$ cat config.mk
export PLATFORM = sky130hd
export DESIGN_NAME = bus_arbiter_2
export DESIGN_NICKNAME = d
export VERILOG_FILES = /design/src/rtl/bus_arbiter_2.sv
export SDC_FILE = /design/constraint.sdc
export NUM_CORES = 1
export LEC_CHECK = 0
export ABC_AREA = 0
export BUFFER_PORTS_ARGS = -buffer_cell sky130_fd_sc_hd__buf_2
export CORE_AREA = 2 2 121 123
export DETAILED_ROUTE_END_ITERATION = 12
export DIE_AREA = 0 0 123 125
export PLACE_DENSITY = 0.54
export SLEW_MARGIN = 20
export SYNTH_ARGS = -nofsm -noshare
export SYNTH_HDL_FRONTEND = slang
export SYNTH_SLANG_ARGS = --single-unit
$ cat constraint.sdc
create_clock -name clk -period 1.34 [get_ports clk]
set_input_delay 0.067 -clock clk [delete_from_list [all_inputs] [get_ports clk]]
set_output_delay 0.067 -clock clk [all_outputs]
set_load 0.01 [all_outputs]
$ cat src/rtl/bus_arbiter_2.sv
// Two-master round-robin bus arbiter: grants whole transactions and forwards the winner to one host port.
// Optional watchdog enabled with `define BUS_ARB_TIMEOUT_EN (limit TIMEOUT_CYCLES).
module bus_arbiter_2 #(
  parameter int TIMEOUT_CYCLES = 255
) (
  input  logic        clk,
  input  logic        rst_n,
  input  logic [31:0] m0_address,
  input  logic [31:0] m1_address,
  input  logic [31:0] m0_data_write,
  input  logic [31:0] m1_data_write,
  input  logic [3:0]  m0_write_mask,
  input  logic [3:0]  m1_write_mask,
  input  logic        m0_ren,
  input  logic        m1_ren,
  input  logic        m0_wen,
  input  logic        m1_wen,
  output logic [31:0] m0_data_read,
  output logic [31:0] m1_data_read,
  output logic        m0_ready,
  output logic        m1_ready,
  output logic [31:0] bus_address,
  output logic [31:0] bus_data_write,
  output logic [3:0]  bus_write_mask,
  output logic        bus_ren,
  output logic        bus_wen,
  input  logic [31:0] bus_data_read,
  input  logic        bus_ready,
  output logic        timeout_err
);

  typedef enum logic [1:0] {IDLE, GNT0, GNT1} state_t;

  state_t state;
  logic   last;
  logic   req0, req1;
  logic   expire;
  logic   done;

  assign req0 = m0_ren | m0_wen;
  assign req1 = m1_ren | m1_wen;
  assign done = (state != IDLE) & (bus_ready | expire);

`ifdef BUS_ARB_TIMEOUT_EN
  localparam int CW = (TIMEOUT_CYCLES <= 256) ? 8 : ((TIMEOUT_CYCLES <= 65536) ? 16 : 32);

  logic [CW-1:0] wd_count;

  assign expire = (state != IDLE) & ~bus_ready & (wd_count == CW'(TIMEOUT_CYCLES - 1));

  // Count starts at 0 on every grant entry because IDLE and completion both clear it.
  always_ff @(posedge clk or negedge rst_n) begin
    if (!rst_n) begin
      wd_count    <= '0;
      timeout_err <= 1'b0;
    end else begin
      if (state == IDLE || done)
        wd_count <= '0;
      else
        wd_count <= wd_count + 1'b1;
      if (expire)
        timeout_err <= 1'b1;
    end
  end
`else
  assign expire      = 1'b0;
  assign timeout_err = 1'b0;
`endif

  // The completing master is skipped at its done edge since its request is stale.
  always_ff @(posedge clk or negedge rst_n) begin
    if (!rst_n) begin
      state <= IDLE;
      last  <= 1'b1;
    end else begin
      case (state)
        IDLE: begin
          if (req0 && req1) begin
            state <= last ? GNT0 : GNT1;
            last  <= ~last;
          end else if (req0) begin
            state <= GNT0;
            last  <= 1'b0;
          end else if (req1) begin
            state <= GNT1;
            last  <= 1'b1;
          end
        end
        GNT0: begin
          if (done) begin
            if (req1) begin
              state <= GNT1;
              last  <= 1'b1;
            end else begin
              state <= IDLE;
            end
          end
        end
        GNT1: begin
          if (done) begin
            if (req0) begin
              state <= GNT0;
              last  <= 1'b0;
            end else begin
              state <= IDLE;
            end
          end
        end
        default: state <= IDLE;
      endcase
    end
  end

  always_comb begin
    bus_address    = '0;
    bus_data_write = '0;
    bus_write_mask = '0;
    bus_ren        = 1'b0;
    bus_wen        = 1'b0;
    m0_data_read   = '0;
    m1_data_read   = '0;
    m0_ready       = 1'b0;
    m1_ready       = 1'b0;
    case (state)
      GNT0: begin
        bus_address    = m0_address;
        bus_data_write = m0_data_write;
        bus_write_mask = m0_write_mask;
        bus_ren        = m0_ren;
        bus_wen        = m0_wen;
        m0_ready       = done;
        m0_data_read   = expire ? 32'hDEAD_BEEF : bus_data_read;
      end
      GNT1: begin
        bus_address    = m1_address;
        bus_data_write = m1_data_write;
        bus_write_mask = m1_write_mask;
        bus_ren        = m1_ren;
        bus_wen        = m1_wen;
        m1_ready       = done;
        m1_data_read   = expire ? 32'hDEAD_BEEF : bus_data_read;
      end
      default: ;
    endcase
  end

endmodule
# After elaboration in Yosys (flattened, before gate mapping)
# Index checks and enable logic that the tools add are counted.
[word_totals]
ff_bits = 3
latch_bits = 0
mem_bits_rw = 0
romBits = 0
inputBits = 175
out_inout_bits = 137
wordCells = 43
memories = 0
[classes]
n_addsub = 0
multipliers = 0
n_div = 0
order_cmp = 0
eq_ne = 6
n_shift = 0
muxes = 25
bitwise_logic = 4
n_reduce_logical = 6
[op_table]
columns = ["op", "count"]
rows = [
  ["32-bit case mux with 2 select lines", 2],
  ["32-bit two-way mux", 2],
  ["2-bit two-way mux", 7],
  ["1-bit two-way mux", 9],
  ["4-bit case mux with 2 select lines", 1],
  ["2-bit != test (second input constant)", 3],
  ["2-bit case mux with 3 select lines", 1],
  ["4-bit != test (second input constant)", 1],
  ["1-bit case mux with 2 select lines", 2],
  ["4-bit AND reduction", 1],
  ["1-bit case mux with 3 select lines", 1],
  ["3-bit AND reduction", 1],
  ["3-bit nonzero test", 1],
  ["2-bit by 1-bit equality test with 1-bit output (second input constant)", 1],
  ["2-bit equality test (second input constant)", 1],
  ["2-bit logical NOT", 1],
  ["1-bit bitwise OR", 2],
  ["2-bit nonzero test", 1],
  ["1-bit AND", 1],
  ["1-bit logical AND", 1],
  ["1-bit inverter", 1],
]

# Logic depth before layout (Yosys ltp)
[depth]
word_depth = 5
ltp_mapped = 8
ltp_nobuf = 6

# Worst setup path before layout
# Ideal clock, no wire load.
[synth_timing]
kind = "reg-to-output"
startpoint = "register state[0]"
endpoint = "output bus_address[0]"
t_arrival_ns = 1.370
required_ns = 1.273
path_slack_ns = -0.097
path_stages_with_launch = 6
n_path_buf = 2
path_cell_list = "dfrtp_1 -> inv_1 -> ha_1 -> clkbuf_1 -> clkbuf_1 -> nor2b_1"
[synth_between]
elab_chain_cells = 2
word_cells_on_any_way = 3
cone_classes = "eq/ne: 2; mux: 1"
[synth_rtl]
columns = ["element", "line_no", "text"]
rows = [
  ["from (decl)", "34", "state_t state;"],
  ["from (signal assigned)", "79", "state <= last ? GNT0 : GNT1;"],
  ["2-bit equality test / 2-bit by 1-bit equality test with 1-bit output (equally long branches)", "124", "case (state)"],
  ["32-bit case mux with 2 select lines *", "124", ""],
  ["to (decl)", "22", "output logic [31:0] bus_address,"],
]
# Every way passes the cells marked *; elsewhere a longest branch is shown, timed or not.

# Final worst setup path
[layout_timing]
startpoint = "register state[0]"
endpoint = "output bus_data_write[18]"
[layout_between]
elab_chain_cells = 2
word_cells_on_any_way = 3
cone_classes = "eq/ne: 2; mux: 1"
[layout_rtl]
columns = ["element", "line_no", "text"]
rows = [
  ["2-bit equality test / 2-bit by 1-bit equality test with 1-bit output (equally long branches)", "124", ""],
  ["32-bit case mux with 2 select lines *", "124", ""],
  ["to (decl)", "23", "output logic [31:0] bus_data_write,"],
]
# Marked as above.

==> metrics <==
status finished with violations; failing checks negative setup slack; Die X 123 µm; post-synth top area cell a22oi_1; final net count 760; clk_skew 0.00153 ns; CP Max Fanout 32; R2R cell count 7; Synth area leaders a22oi_1, nor2b_1, and2_1; Leak Pwr 2.32 nW; ANT nets after route 0; GR Util met1 12.7%; Syn Nets 450; Vias/cell 4.09; Setup CP Type register to output pin; CTS sink count 3; post-synthesis sequential area ratio 4.22%; Placer Congestion 0.745; Max Transition Viols Final 0; DIE HEIGHT 125 µm; Layout fillers 1538; total power 8.46 mW; row count 44; hpwl dp 7.30 mm; layout cells sized above 1 80.2%; Clk pin slew, worst setup/hold paths 0.03 ns; min cycle time layout 1.66 ns; drt total wl 9.76 mm; Core Area 14200 µm²; WP data required 1.27 ns; Syn Inst Count 271; CTS root buffer clkbuf_16; met2 usage 21.2%; CP Cell Sequence buf_4 -> ha_4 -> buf_12 -> a22oi_1 -> nor2b_2 -> buf_2; # setup viols final 139; ant diodes 0; synth warn 0; PwrDens 1900 nW/µm²; gr busiest metal met2; non-filler cells, final 764; largest net degree at the start of global routing 51; Max Freq 603 MHz; Max stage delay on crit path 0.39 ns; pre-CTS WS -0.118 ns; Max Cap Viol 0; vias in the first global route 2914; type of the tightest min-delay check input pin to asynchronous set/reset pin; Critical Path Start Type register; synthesized flop and latch total 3; via count 3128; most frequent cells in the layout buf_2, nor2b_2, a22oi_1; met3 usage 1.92%; maximum vdd drop 795 µV; Wirelength per Cell 12.8 µm; GRT Util Overall 11.0%; H-tree Lvls 1; cts bufs inserted 3; Yosys top cell area share 29.1%; Die Area 15400 µm²; Synth Cell Area 1810 µm²; unrepaired setup endpoints after global routing yes; most common cell after layout, fill and taps aside buf_2; crit end category output pin; Longest Clk Path Bufs 2; Detailed Route Iter0 Violations 76; post-synthesis cell type count 26; PnR worst setup slack -0.318 ns; first-pass GRT wire length 14.0 mm; io pins 312; Inst Count DP 747; Worst EP arrival 1.59 ns; P&R area growth vs syn 147%; drt pass-1 iters 4; Starting Density 12.7%; Remaining DRCs 0; fin crit share 124%; port bufs 310; CP max-delay cell dfrtp_1; antenna violations before repair 1; final hold violations 0; total gr overflow 0; worst skew pair latency 0.22 ns; Mapped Avg Cell Area 6.67 µm²; CTS tree built
cells by family after synthesis:
family / count (synthesis) / share of synthesized area (%)
and+or+nand+nor: 146 / 49.7
adders and majority gates: 4 / 2.77
other: 1 / 0.207
buffers and inverters: 37 / 9.48
DFF: 3 / 4.22
AOI/OAI and AO/OA: 80 / 33.6
cell type report:
| cell class | instances | area (µm²) | area share [%] |
|---|---|---|---|
| Tap cell | 184 | 230 | 5.16 |
| Sequential cell | 3 | 76.3 | 1.71 |
| Inverter | 4 | 15.0 | 0.337 |
| Clock buffer | 4 | 78.8 | 1.77 |
| Multi-Input combinational cell | 231 | 1950 | 43.6 |
| Timing Repair Buffer | 338 | 2110 | 47.4 |
Yosys cell counts:
| cell type | n |
|---|---|
| a2111oi_2 | 1 |
| a21o_1 | 1 |
| a21oi_2 | 1 |
| a22oi_1 | 70 |
| a31oi_1 | 2 |
| a32o_1 | 1 |
| and2_1 | 66 |
| buf_2 | 4 |
| buf_4 | 3 |
| buf_6 | 2 |
| clkbuf_1 | 23 |
| clkbuf_2 | 1 |
| conb_1 | 1 |
| dfrtp_1 | 2 |
| dfstp_2 | 1 |
| ha_1 | 4 |
| inv_1 | 4 |
| nand2_1 | 2 |
| nand2b_1 | 2 |
| nor2_1 | 4 |
| nor2b_1 | 71 |
| o21ai_0 | 1 |
| o21ba_2 | 1 |
| o22ai_1 | 1 |
| o31ai_1 | 1 |
| or2_2 | 1 |
sequential cells by signal (all words and copies together), names as in the netlist:
signal and cells:
state 2, last 1
metrics by stage:
| stage | utilization (%) | cell area [µm²] | hold WS (ns) | TNS (ns) |
|---|---|---|---|---|
| floorplan | - | 2090 | -0.229 | -1.08 |
| global placement | 27.6 | 3920 | -0.132 | -5.96 |
| detailed placement | 27.6 | 3920 | -0.130 | -5.49 |
| CTS | 29.6 | 4210 | 0.176 | -37.14 |
| global route | 31.4 | 4460 | 0.214 | -46.13 |
| finish | 31.4 | 4460 | 0.172 | -35.83 |
what timing repair did:
item / CTS / global route
endpoints found under the setup margin: 139 / 139
pin swaps: 2 / 0
gates resized for setup: 12 / 46
buffers inserted: 6 / 0
endpoints found under the hold margin: 3 / 0
gates cloned: 4 / 2
hold buffers: 1 / 0
worst paths after layout:
check                                          end  slack, ns  startpoint
worst min-delay path                      state[1]       0.17       rst_n
max in group asynchronous                     last       0.97       rst_n
worst max register to register            state[1]      -0.24    state[0]
worst min register to register            state[0]       0.54    state[0]
min in group clk                              last       0.28      m0_ren
worst max-delay path            bus_data_write[18]      -0.32    state[0]
critical path, delay by kind of cell, from the launching register on:
kind | cells | cell delay [ns]
compound gates | 1 | 0.22
fa+ha+maj | 1 | 0.21
buf+inv | 3 | 0.48
flops | 1 | 0.39
simple gates | 1 | 0.06
where the power goes:
| group | switching [mW] | internal, mW |
|---|---|---|
| registers | 0.0285 | 0.150 |
| logic | 3.61 | 4.20 |
| clock network | 0.0795 | 0.392 |
| total | 3.72 | 4.74 |
metal layers:
metal | vias to the layer above | routed length [µm]
met4 | 2 | 95
met1 | 1386 | 3670
li1 | 1557 | -
met5 | - | 13
met3 | 13 | 852
met2 | 170 | 5130
No activity file was read; power rests on OpenSTA's default activity.
